<file path="src/rtl/edge_capture_pkg.sv">
// Shared types and helpers for the edge capture stage.
// Holds the edge-select encoding and the occupancy width helper.
package edge_capture_pkg;

    typedef enum logic [1:0] {
        EDGE_POS  = 2'd0,
        EDGE_NEG  = 2'd1,
        EDGE_BOTH = 2'd2,
        EDGE_OFF  = 2'd3
    } edge_mode_e;

    // Occupancy needs one bit more than the pointers to tell full from empty.
    function automatic int cnt_w(input int depth);
        return $clog2(depth) + 1;
    endfunction

endpackage

</file>
<file path="src/rtl/edge_capture_stage_sync_chain.sv">
// Multi-flop synchroniser for the asynchronous event line.
// All stages reset to 0; q is the last stage.
module sync_chain #(
    parameter int SYNC_STAGES = 2
) (
    input  logic clk,
    input  logic rst_n,
    input  logic d,
    output logic q
);

    logic [SYNC_STAGES-1:0] sr;

    // Shift the raw line through the chain.
    always_ff @(posedge clk or negedge rst_n) begin
        if (!rst_n) begin
            sr <= '0;
        end else begin
            sr <= {sr[SYNC_STAGES-2:0], d};
        end
    end

    assign q = sr[SYNC_STAGES-1];

endmodule

</file>
<file path="src/rtl/edge_capture_stage.sv">
// Edge-triggered data capture into a small FIFO with valid/ready drain.
// Optional EDGE_TIMESTAMP_EN stores a free-running timestamp per entry.
module edge_capture_stage
    import edge_capture_pkg::*;
#(
    parameter int DATA_W      = 8,
    parameter int DEPTH       = 4,
    parameter int SYNC_STAGES = 2,
    parameter int TS_W        = 16
) (
    input  logic                    clk,
    input  logic                    rst_n,
    input  logic                    evt_i,
    input  logic [DATA_W-1:0]       data_i,
    input  logic [1:0]              mode_i,
    output logic                    out_valid_o,
    output logic [DATA_W-1:0]       out_data_o,
    input  logic                    out_ready_i,
    output logic                    overflow_o,
    input  logic                    clr_ovf_i,
`ifdef EDGE_TIMESTAMP_EN
    output logic [TS_W-1:0]         out_ts_o,
`endif
    output logic [cnt_w(DEPTH)-1:0] count_o
);

    localparam int AW = $clog2(DEPTH);
    localparam int CW = cnt_w(DEPTH);
    localparam logic [CW-1:0] FULL = CW'(DEPTH);

    logic              sync;
    logic              prev;
    logic [SYNC_STAGES:0] arm_sr;
    logic              armed;
    edge_mode_e        mode_q;
    logic [DATA_W-1:0] data_r;
    logic              rise;
    logic              fall;
    logic              hit;
    logic              full;
    logic              pop;
    logic              push;
    logic              ovf_set;
    logic [DATA_W-1:0] mem [DEPTH];
    logic [AW-1:0]     wr_ptr;
    logic [AW-1:0]     rd_ptr;
    logic [CW-1:0]     count;

    sync_chain #(
        .SYNC_STAGES(SYNC_STAGES)
    ) u_sync (
        .clk  (clk),
        .rst_n(rst_n),
        .d    (evt_i),
        .q    (sync)
    );

    // Edge history, arming delay, mode register and data aligned to sync.
    // Arming waits until the chain has flushed its reset zeros and prev
    // holds a settled sample, so a line held high over reset is no edge.
    always_ff @(posedge clk or negedge rst_n) begin
        if (!rst_n) begin
            prev   <= 1'b0;
            arm_sr <= '0;
            mode_q <= EDGE_POS;
            data_r <= '0;
        end else begin
            prev   <= sync;
            arm_sr <= {arm_sr[SYNC_STAGES-1:0], 1'b1};
            mode_q <= edge_mode_e'(mode_i);
            data_r <= data_i;
        end
    end

    assign armed = arm_sr[SYNC_STAGES];

    // Select the edge of interest and derive push/pop/overflow strobes.
    always_comb begin
        rise = sync & ~prev;
        fall = ~sync & prev;
        hit  = 1'b0;
        unique case (mode_q)
            EDGE_POS:  hit = rise;
            EDGE_NEG:  hit = fall;
            EDGE_BOTH: hit = rise | fall;
            EDGE_OFF:  hit = 1'b0;
        endcase
        if (!armed) begin
            hit = 1'b0;
        end
        full    = (count == FULL);
        pop     = (count != '0) & out_ready_i;
        push    = hit & (~full | pop);
        ovf_set = hit & full & ~pop;
    end

    // FIFO storage, pointers and occupancy.
    always_ff @(posedge clk or negedge rst_n) begin
        if (!rst_n) begin
            for (int i = 0; i < DEPTH; i++) begin
                mem[i] <= '0;
            end
            wr_ptr <= '0;
            rd_ptr <= '0;
            count  <= '0;
        end else begin
            if (push) begin
                mem[wr_ptr] <= data_r;
                wr_ptr      <= wr_ptr + 1'b1;
            end
            if (pop) begin
                rd_ptr <= rd_ptr + 1'b1;
            end
            if (push && !pop) begin
                count <= count + 1'b1;
            end else if (pop && !push) begin
                count <= count - 1'b1;
            end
        end
    end

    // Sticky overflow; a new drop wins over a same-cycle clear.
    always_ff @(posedge clk or negedge rst_n) begin
        if (!rst_n) begin
            overflow_o <= 1'b0;
        end else if (ovf_set) begin
            overflow_o <= 1'b1;
        end else if (clr_ovf_i) begin
            overflow_o <= 1'b0;
        end
    end

`ifdef EDGE_TIMESTAMP_EN
    logic [TS_W-1:0] ts_cnt;
    logic [TS_W-1:0] ts_mem [DEPTH];

    // Free-running timestamp, sampled into the entry written this cycle.
    always_ff @(posedge clk or negedge rst_n) begin
        if (!rst_n) begin
            ts_cnt <= '0;
            for (int i = 0; i < DEPTH; i++) begin
                ts_mem[i] <= '0;
            end
        end else begin
            ts_cnt <= ts_cnt + 1'b1;
            if (push) begin
                ts_mem[wr_ptr] <= ts_cnt;
            end
        end
    end

    assign out_ts_o = ts_mem[rd_ptr];
`endif

    assign out_valid_o = (count != '0);
    assign out_data_o  = mem[rd_ptr];
    assign count_o     = count;

endmodule
</file>
<file path="config.mk">
export PLATFORM = sky130hd
export DESIGN_NAME = edge_capture_stage
export DESIGN_NICKNAME = d
export VERILOG_FILES = /design/src/rtl/edge_capture_pkg.sv /design/src/rtl/edge_capture_stage_sync_chain.sv /design/src/rtl/edge_capture_stage.sv
export SDC_FILE = /design/constraint.sdc
export NUM_CORES = 1
export LEC_CHECK = 0
export CAP_MARGIN = 40
export CORE_MARGIN = 2
export CORE_UTILIZATION = 50
export CTS_CLUSTER_DIAMETER = 60
export CTS_CLUSTER_SIZE = 14
export DETAILED_ROUTE_END_ITERATION = 10
export PLACE_DENSITY = 0.73
export SYNTH_ARGS = -nofsm -noshare
export SYNTH_HDL_FRONTEND = slang
export SYNTH_SLANG_ARGS = --single-unit
</file>
<file path="constraint.sdc">
create_clock -name clk -period 5.8 [get_ports clk]
set_clock_uncertainty 0.05 [all_clocks]
set_input_delay 0.58 -clock clk [delete_from_list [all_inputs] [get_ports clk]]
set_output_delay 0.58 -clock clk [all_outputs]
set_load 0.02 [all_outputs]
</file>
## After elaboration in Yosys (flattened, before gate mapping)

Cells that the tools add are included.

| storage, ports and cells | value |
|---|---|
| register bits after elaboration | 56 |
| bits of input ports | 15 |
| output and inout port bits | 13 |
| word-level logic and storage cells | 59 |

| cells by class | value |
|---|---|
| add/sub/neg operators | 4 |
| order comparisons | 3 |
| eq/ne operators | 4 |
| multiplexer cells | 12 |
| bitwise gates (word level) | 14 |
| reduce and logical (&&, ||, !) cells | 9 |

Operators by type and width:

| kind | number |
|---|---|
| $bwmux W32 | 1 |
| $mux W8 | 3 |
| $bmux W8 S2 | 1 |
| $demux W8 S2 | 1 |
| $and A1 B1 Y1 | 6 |
| $ge A3 B3 Y1 const B | 2 |
| $mux W3 | 2 |
| $not A2 Y3 | 2 |
| $add A2 B1 Y2 const B | 2 |
| $eq A2 B2 Y1 const B | 2 |
| $not A1 Y1 | 4 |
| $pmux W1 S4 | 1 |
| $reduce_bool A2 Y1 | 2 |
| $add A3 B1 Y3 const B | 1 |
| $eq A3 B3 Y1 const B | 1 |
| $logic_and A1 B1 Y1 | 3 |
| $lt A3 B1 Y1 const B | 1 |
| $mux W1 | 3 |
| $reduce_bool A3 Y1 | 1 |
| $sub A3 B1 Y3 const B | 1 |
| $eq A2 B1 Y1 const B | 1 |
| $logic_not A1 Y1 | 2 |
| $logic_not A2 Y1 | 1 |
| $or A1 B1 Y1 | 2 |

## Logic depth before layout (Yosys ltp)

| logic depth | value |
|---|---|
| depth after elaboration | 10 |
| depth in mapped cells | 13 |

## Modules after synthesis

A second synthesis with hierarchy kept.

| second synthesis, totals | value |
|---|---|
| cell total of the unflattened synthesis | 144 |
| area total of the unflattened synthesis | 2,364.8 sq um |

By module, submodules not included:

| module | times used | cells an instance | area an instance (sq um) |
|---|---|---|---|
| edge_capture_stage | 1 | 142 | 2,314.7 |
| sync_chain | 1 | 2 | 50.0 |

## Worst setup path after synthesis

OpenSTA, ideal clock, no wires.

| path | value |
|---|---|
| path type | register -> register |
| start | reg u_sync.sr[1] |
| end | reg count[2] (netlist: count_o[2]) |
| arrival | 2.265 ns |
| path slack | 3.405 ns |
| stages on the path, launching flop included | 14 |
| buffers on the path | 1 |
| period minus slack after synthesis | 2.395 ns |
| path through | dfrtp_1 > inv_1 > ha_1 > inv_1 > a211o_1 > buf_2 > nand4_1 > inv_1 > ha_1 > inv_1 > fa_1 > xor2_1 > nor2_1 > xor2_1 |

| between the ends | value |
|---|---|
| cells in the longest elaborated chain, start to end | 9 |

RTL lines:

| item | line | source |
|---|---|---|
| start: declaration | edge_capture_stage_sync_chain.sv:12 | `logic [SYNC_STAGES-1:0] sr;` |
| start signal: assignment | edge_capture_stage_sync_chain.sv:19 | `sr <= {sr[SYNC_STAGES-2:0], d};` |
| $not A1 Y1 | edge_capture_stage.sv:80 | `fall = ~sync & prev;` |
| $and A1 B1 Y1 | edge_capture_stage.sv:80 |  |
| $or A1 B1 Y1 | edge_capture_stage.sv:85 | `EDGE_BOTH: hit = rise \| fall;` |
| $pmux W1 S4 (*) | edge_capture_stage.sv:82 | `unique case (mode_q)` |
| $mux W1 (*) | edge_capture_stage.sv:88 | `if (!armed) begin` |
| $and A1 B1 Y1 (*) | edge_capture_stage.sv:93 | `push = hit & (~full \| pop);` |
| via push | edge_capture_stage.sv:42 | `logic push;` |
| $logic_not A1 Y1 | edge_capture_stage.sv:116 | `end else if (pop && !push) begin` |
| $logic_and A1 B1 Y1 | edge_capture_stage.sv:116 |  |
| $reduce_bool A2 Y1 (no line) | - |  |
| end signal: assignment | edge_capture_stage.sv:115 | `count <= count + 1'b1;` |
| end signal: assignment | edge_capture_stage.sv:117 | `count <= count - 1'b1;` |
| end: declaration | edge_capture_stage.sv:47 | `logic [CW-1:0] count;` |

The timed path passes the listed nets; every way through them passes the cells marked *.
A chain may end at the register's enable or synchronous reset.

## Final worst setup path

| path | value |
|---|---|
| start | reg rd_ptr[0] |
| end | out out_data_o[7] |

| between the ends | value |
|---|---|
| cells in the longest elaborated chain, start to end | 4 |

RTL lines:

| item | line | source |
|---|---|---|
| start: declaration | edge_capture_stage.sv:46 | `logic [AW-1:0] rd_ptr;` |
| start signal: assignment | edge_capture_stage.sv:112 | `rd_ptr <= rd_ptr + 1'b1;` |
| $not A2 Y3 (implied by the code) | edge_capture_stage.sv:156 | `assign out_data_o = mem[rd_ptr];` |
| $bmux W8 S2 | edge_capture_stage.sv:156 |  |
| $mux W8 (implied by the code) (2 in series) | edge_capture_stage.sv:156 |  |
| end: declaration | edge_capture_stage.sv:17 | `output logic [DATA_W-1:0] out_data_o,` |

Every way passes these cells. The select of a mux whose other input is x is not followed.

==> results.txt <==
----------------------------------------------------
[Timing]
  Final Max Slew Viols ... 0
  Worst slew slack as a fraction of its limit ... 54.6%
  Minimum period implied by the final worst setup slack ... 2.84 ns
  Fmax ... 352 MHz
  Setup TNS ... 0 ns
  Count of endpoints failing hold in the final timing report ... 0
  Unrepaired setup endpoints after global routing ... no
  Number of setup violations in the final report ... 0
  Slew of the pin with the lowest slew margin ... 0.681 ns
  Share of the clock period used by the worst path ... 49.0%
  Post-Route Hold Slack ... 0.309 ns

[Power and ir drop]
  Internal portion of total power ... 0.000976 W
  Leakage power figure ... 1.20 nW
  Largest voltage drop on the vdd net ... 0.268 mV
  Share of power burned in registers ... 45.0%
  Pwr/cell area ... 521 nW/um^2
  Sw Ratio ... 32.6%
  NetSw ... 0.000471 W
  Fraction of power consumed by the clock network ... 14.2%
  Part of the power in combinational logic ... 40.8%

[Clocking]
  Maximum level of the CTS H-tree ... 2
  Cell at the root of the clock tree ... clkbuf_8
  Clock network latency to the later pin of the worst-skew pair ... 0.30 ns
  Number of buffers created by CTS ... 5
  CTS hold repair buffers ... 0
  Clock Tree Buf Depth ... 2
  Sinks on the clock net ... 56
  Count of cells resized by post-cts repair ... 0
  Clock tree from TritonCTS ... built
  Clock transition time at the flip-flop clock pins of the worst setup and hold paths ... 0.09 ns
  Number of post-CTS setup repair buffers ... 0

[Synthesis]
  Top FF cell, synth ... dfrtp_1
  Synth Cell Area ... 2360 um^2
  Post-synth top area cell ... dfrtp_1
  Sequential-to-total area share from yosys stat ... 59.3%
  Leading cell types by total area after synthesis ... dfrtp_1 (59%), mux2_2 (16%), mux4_2 (7.6%)
  Top-area cell type share of the netlist area ... 59.3%
  Number of storage elements in the synthesis netlist ... 56
  Post-synthesis xor/xnor area fraction ... 2.22%
  Largest family of logic cells by synthesized area ... multiplexers
  Per-instance average area after synthesis ... 16.4 um^2
  Post-Syn Nets ... 167
  Async S/R FF share, synth ... 100%
  Most numerous cell in the Yosys netlist ... dfrtp_1
  Synth Instances ... 144
  Warning count from the yosys run ... 0
  Adder-Cell Fraction of Synth Area ... 4.55%
  Number of enable flip-flop cells after synthesis ... 0
  Yosys cell types ... 23
  Fraction of synthesized area in multiplexers ... 23.8%
  Most frequent cells after synthesis ... dfrtp_1 (56), mux2_2 (34), inv_1 (9)
  Simple-gate share of the synthesized area ... 6.98%
  Area fraction in compound gates after synthesis ... 1.01%

[GRT]
  Largest net degree at the start of global routing ... 57
  Wire length of the first global-routing pass ... 6420 um
  Total global routing track utilization ... 16.4%
  Vias in the first global route ... 1359
  Initial antenna violation count ... 0
  Grt ovf ... 0

[Floorplanning]
  Die Outline Area ... 5300 um^2
  Row cnt ... 25
  Total I/O pin count ... 28
  Initial Util ... 51.1%
  Core Region ... 4630 um^2
  Die height ... 72.8 um
  Horizontal die dimension ... 72.8 um

[Route]
  Number of violations reported at the end of detailed-routing iteration 0 ... 75
  DRC violation count after routing ... 0
  Number of vias after detailed routing ... 1243
  DR pass1 iterations ... 4
  Final wirelength ... 3940 um
  Detailed-route wire length per cell ... 17.1 um
  Residual antenna-violating net count after detailed routing ... 0
  Mean number of vias per cell ... 5.38

[Cells and area]
  Post-layout net count ... 199
  Area added between synthesis and finish ... 17.5%
  Layout cell share with drive strength beyond 1 ... 35.0%
  Diodes inserted ... 0

[Placed design]
  Routability-driven placement congestion ratio ... 0.696
  Port bufs ... 27
  Detailed-placement wirelength estimate ... 2700 um

[Hold path]
  Hold WC Path Type ... register to register

[Flow run]
  Max-cap check violation count ... 0

[Worst setup path]
  Arr. time, crit path ... 2.21 ns
  Crit path required time ... 5.17 ns
  Kind of capture point of the worst setup path ... output port
  Startpoint Class ... register
  Crit-path max FO ... 10
  Worst setup path class ... register to output port

[Run status]
  Outcome ... finished clean

----------------------------------------------------
==> power groups by stage <==
stage               registers (W)  clock network [W]  logic, W
global placement         0.000644                  0  0.000577
floorplan                0.000611                  0  0.000416
global route             0.000671           0.000228  0.000631
detailed placement       0.000660                  0  0.000600
CTS                      0.000651           0.000214  0.000601
finish                   0.000651           0.000206  0.000590
==> logic make-up (layout without fill, tap and decap cells) <==
logic type	after synthesis	in the layout
AND/OR/NAND/NOR	16	16
adder cells (fa/ha/maj)	8	8
buffers and inverters	12	45
multiplexers	42	42
XOR/XNOR	6	6
AO/OA/AOI/OAI	3	3
other	1	1
flip-flops	56	56
==> registers in the layout, indices dropped and copies added (netlist names) <==
signal,flops
overflow_o,1
data_r,8
prev,1
u_sync.sr,2
count_o,3
mode_q,2
wr_ptr,2
arm_sr,3
rd_ptr,2
mem,32
==> final cells by class <==
| type | instances | area [um^2] |
|---|---|---|
| inverters | 9 | 33.8 |
| clock buffers | 5 | 68.8 |
| well taps | 54 | 67.6 |
| multi-input cells | 76 | 916 |
| clock inverters | 3 | 18.8 |
| fillers | 364 | 1850 |
| flip-flops and latches | 56 | 1400 |
| repair buffers | 28 | 273 |
==> worst max-delay path: stages, from the launching register on <==
cell             delay [ns]
dfrtp_1                0.76
mux4_2                 0.59
clkdlybuf4s50_1        0.55
==> path summary, 6_finish.rpt <==
| kind | from | to | slack (ns) | cells after the start |
|---|---|---|---|---|
| hold / removal | u_sync.sr[0] | u_sync.sr[1] | 0.31 | 0 |
| hold reg to reg | u_sync.sr[0] | u_sync.sr[1] | 0.31 | 0 |
| setup reg to reg | u_sync.sr[1] | count_o[2] | 3.10 | 12 |
| setup / recovery | rd_ptr[0] | out_data_o[7] | 2.96 | 2 |
| max in group asynchronous | rst_n | mem[29] | 4.91 | 2 |
| min in group asynchronous | rst_n | data_r[2] | 0.34 | 2 |
==> stage by stage <==
| step | cell area [um^2] | total power, W | util (%) | setup WS [ns] | instances |
|---|---|---|---|---|---|
| after floorplan | 2360 | 0.00103 | - | 3.41 | 144 |
| after CTS | 2780 | 0.00147 | 60.0 | 2.91 | 231 |
| final | 2780 | 0.00145 | 60.0 | 2.96 | 231 |
| after detailed placement | 2690 | 0.00126 | 58.1 | 2.85 | 223 |
| after global placement | 2690 | 0.00122 | 58.1 | 2.91 | 223 |
| after global routing | 2780 | 0.00153 | 60.0 | 2.84 | 231 |
==> layer usage <==
layer,vias up,global-route usage (%),routed length (um)
met5,-,0,0
li1,569,-,-
met4,0,5.56,46
met3,5,3.04,121
met1,646,20.1,1700
met2,23,29.1,2070
==> cells in the final DEF (no fill, tap or decap), drive strengths merged, types with 2 or more instances in the layout <==
| cell | Yosys | final |
|---|---|---|
| and3 | 4 | 4 |
| buf | 3 | 2 |
| clkbuf | 0 | 5 |
| clkdlybuf4s50 | 0 | 26 |
| clkinv | 0 | 3 |
| dfrtp | 56 | 56 |
| ha | 7 | 7 |
| inv | 9 | 9 |
| mux2 | 34 | 34 |
| mux4 | 8 | 8 |
| nand3 | 6 | 6 |
| xnor2 | 4 | 4 |
| xor2 | 2 | 2 |
Power figures use the tool's default switching activity.
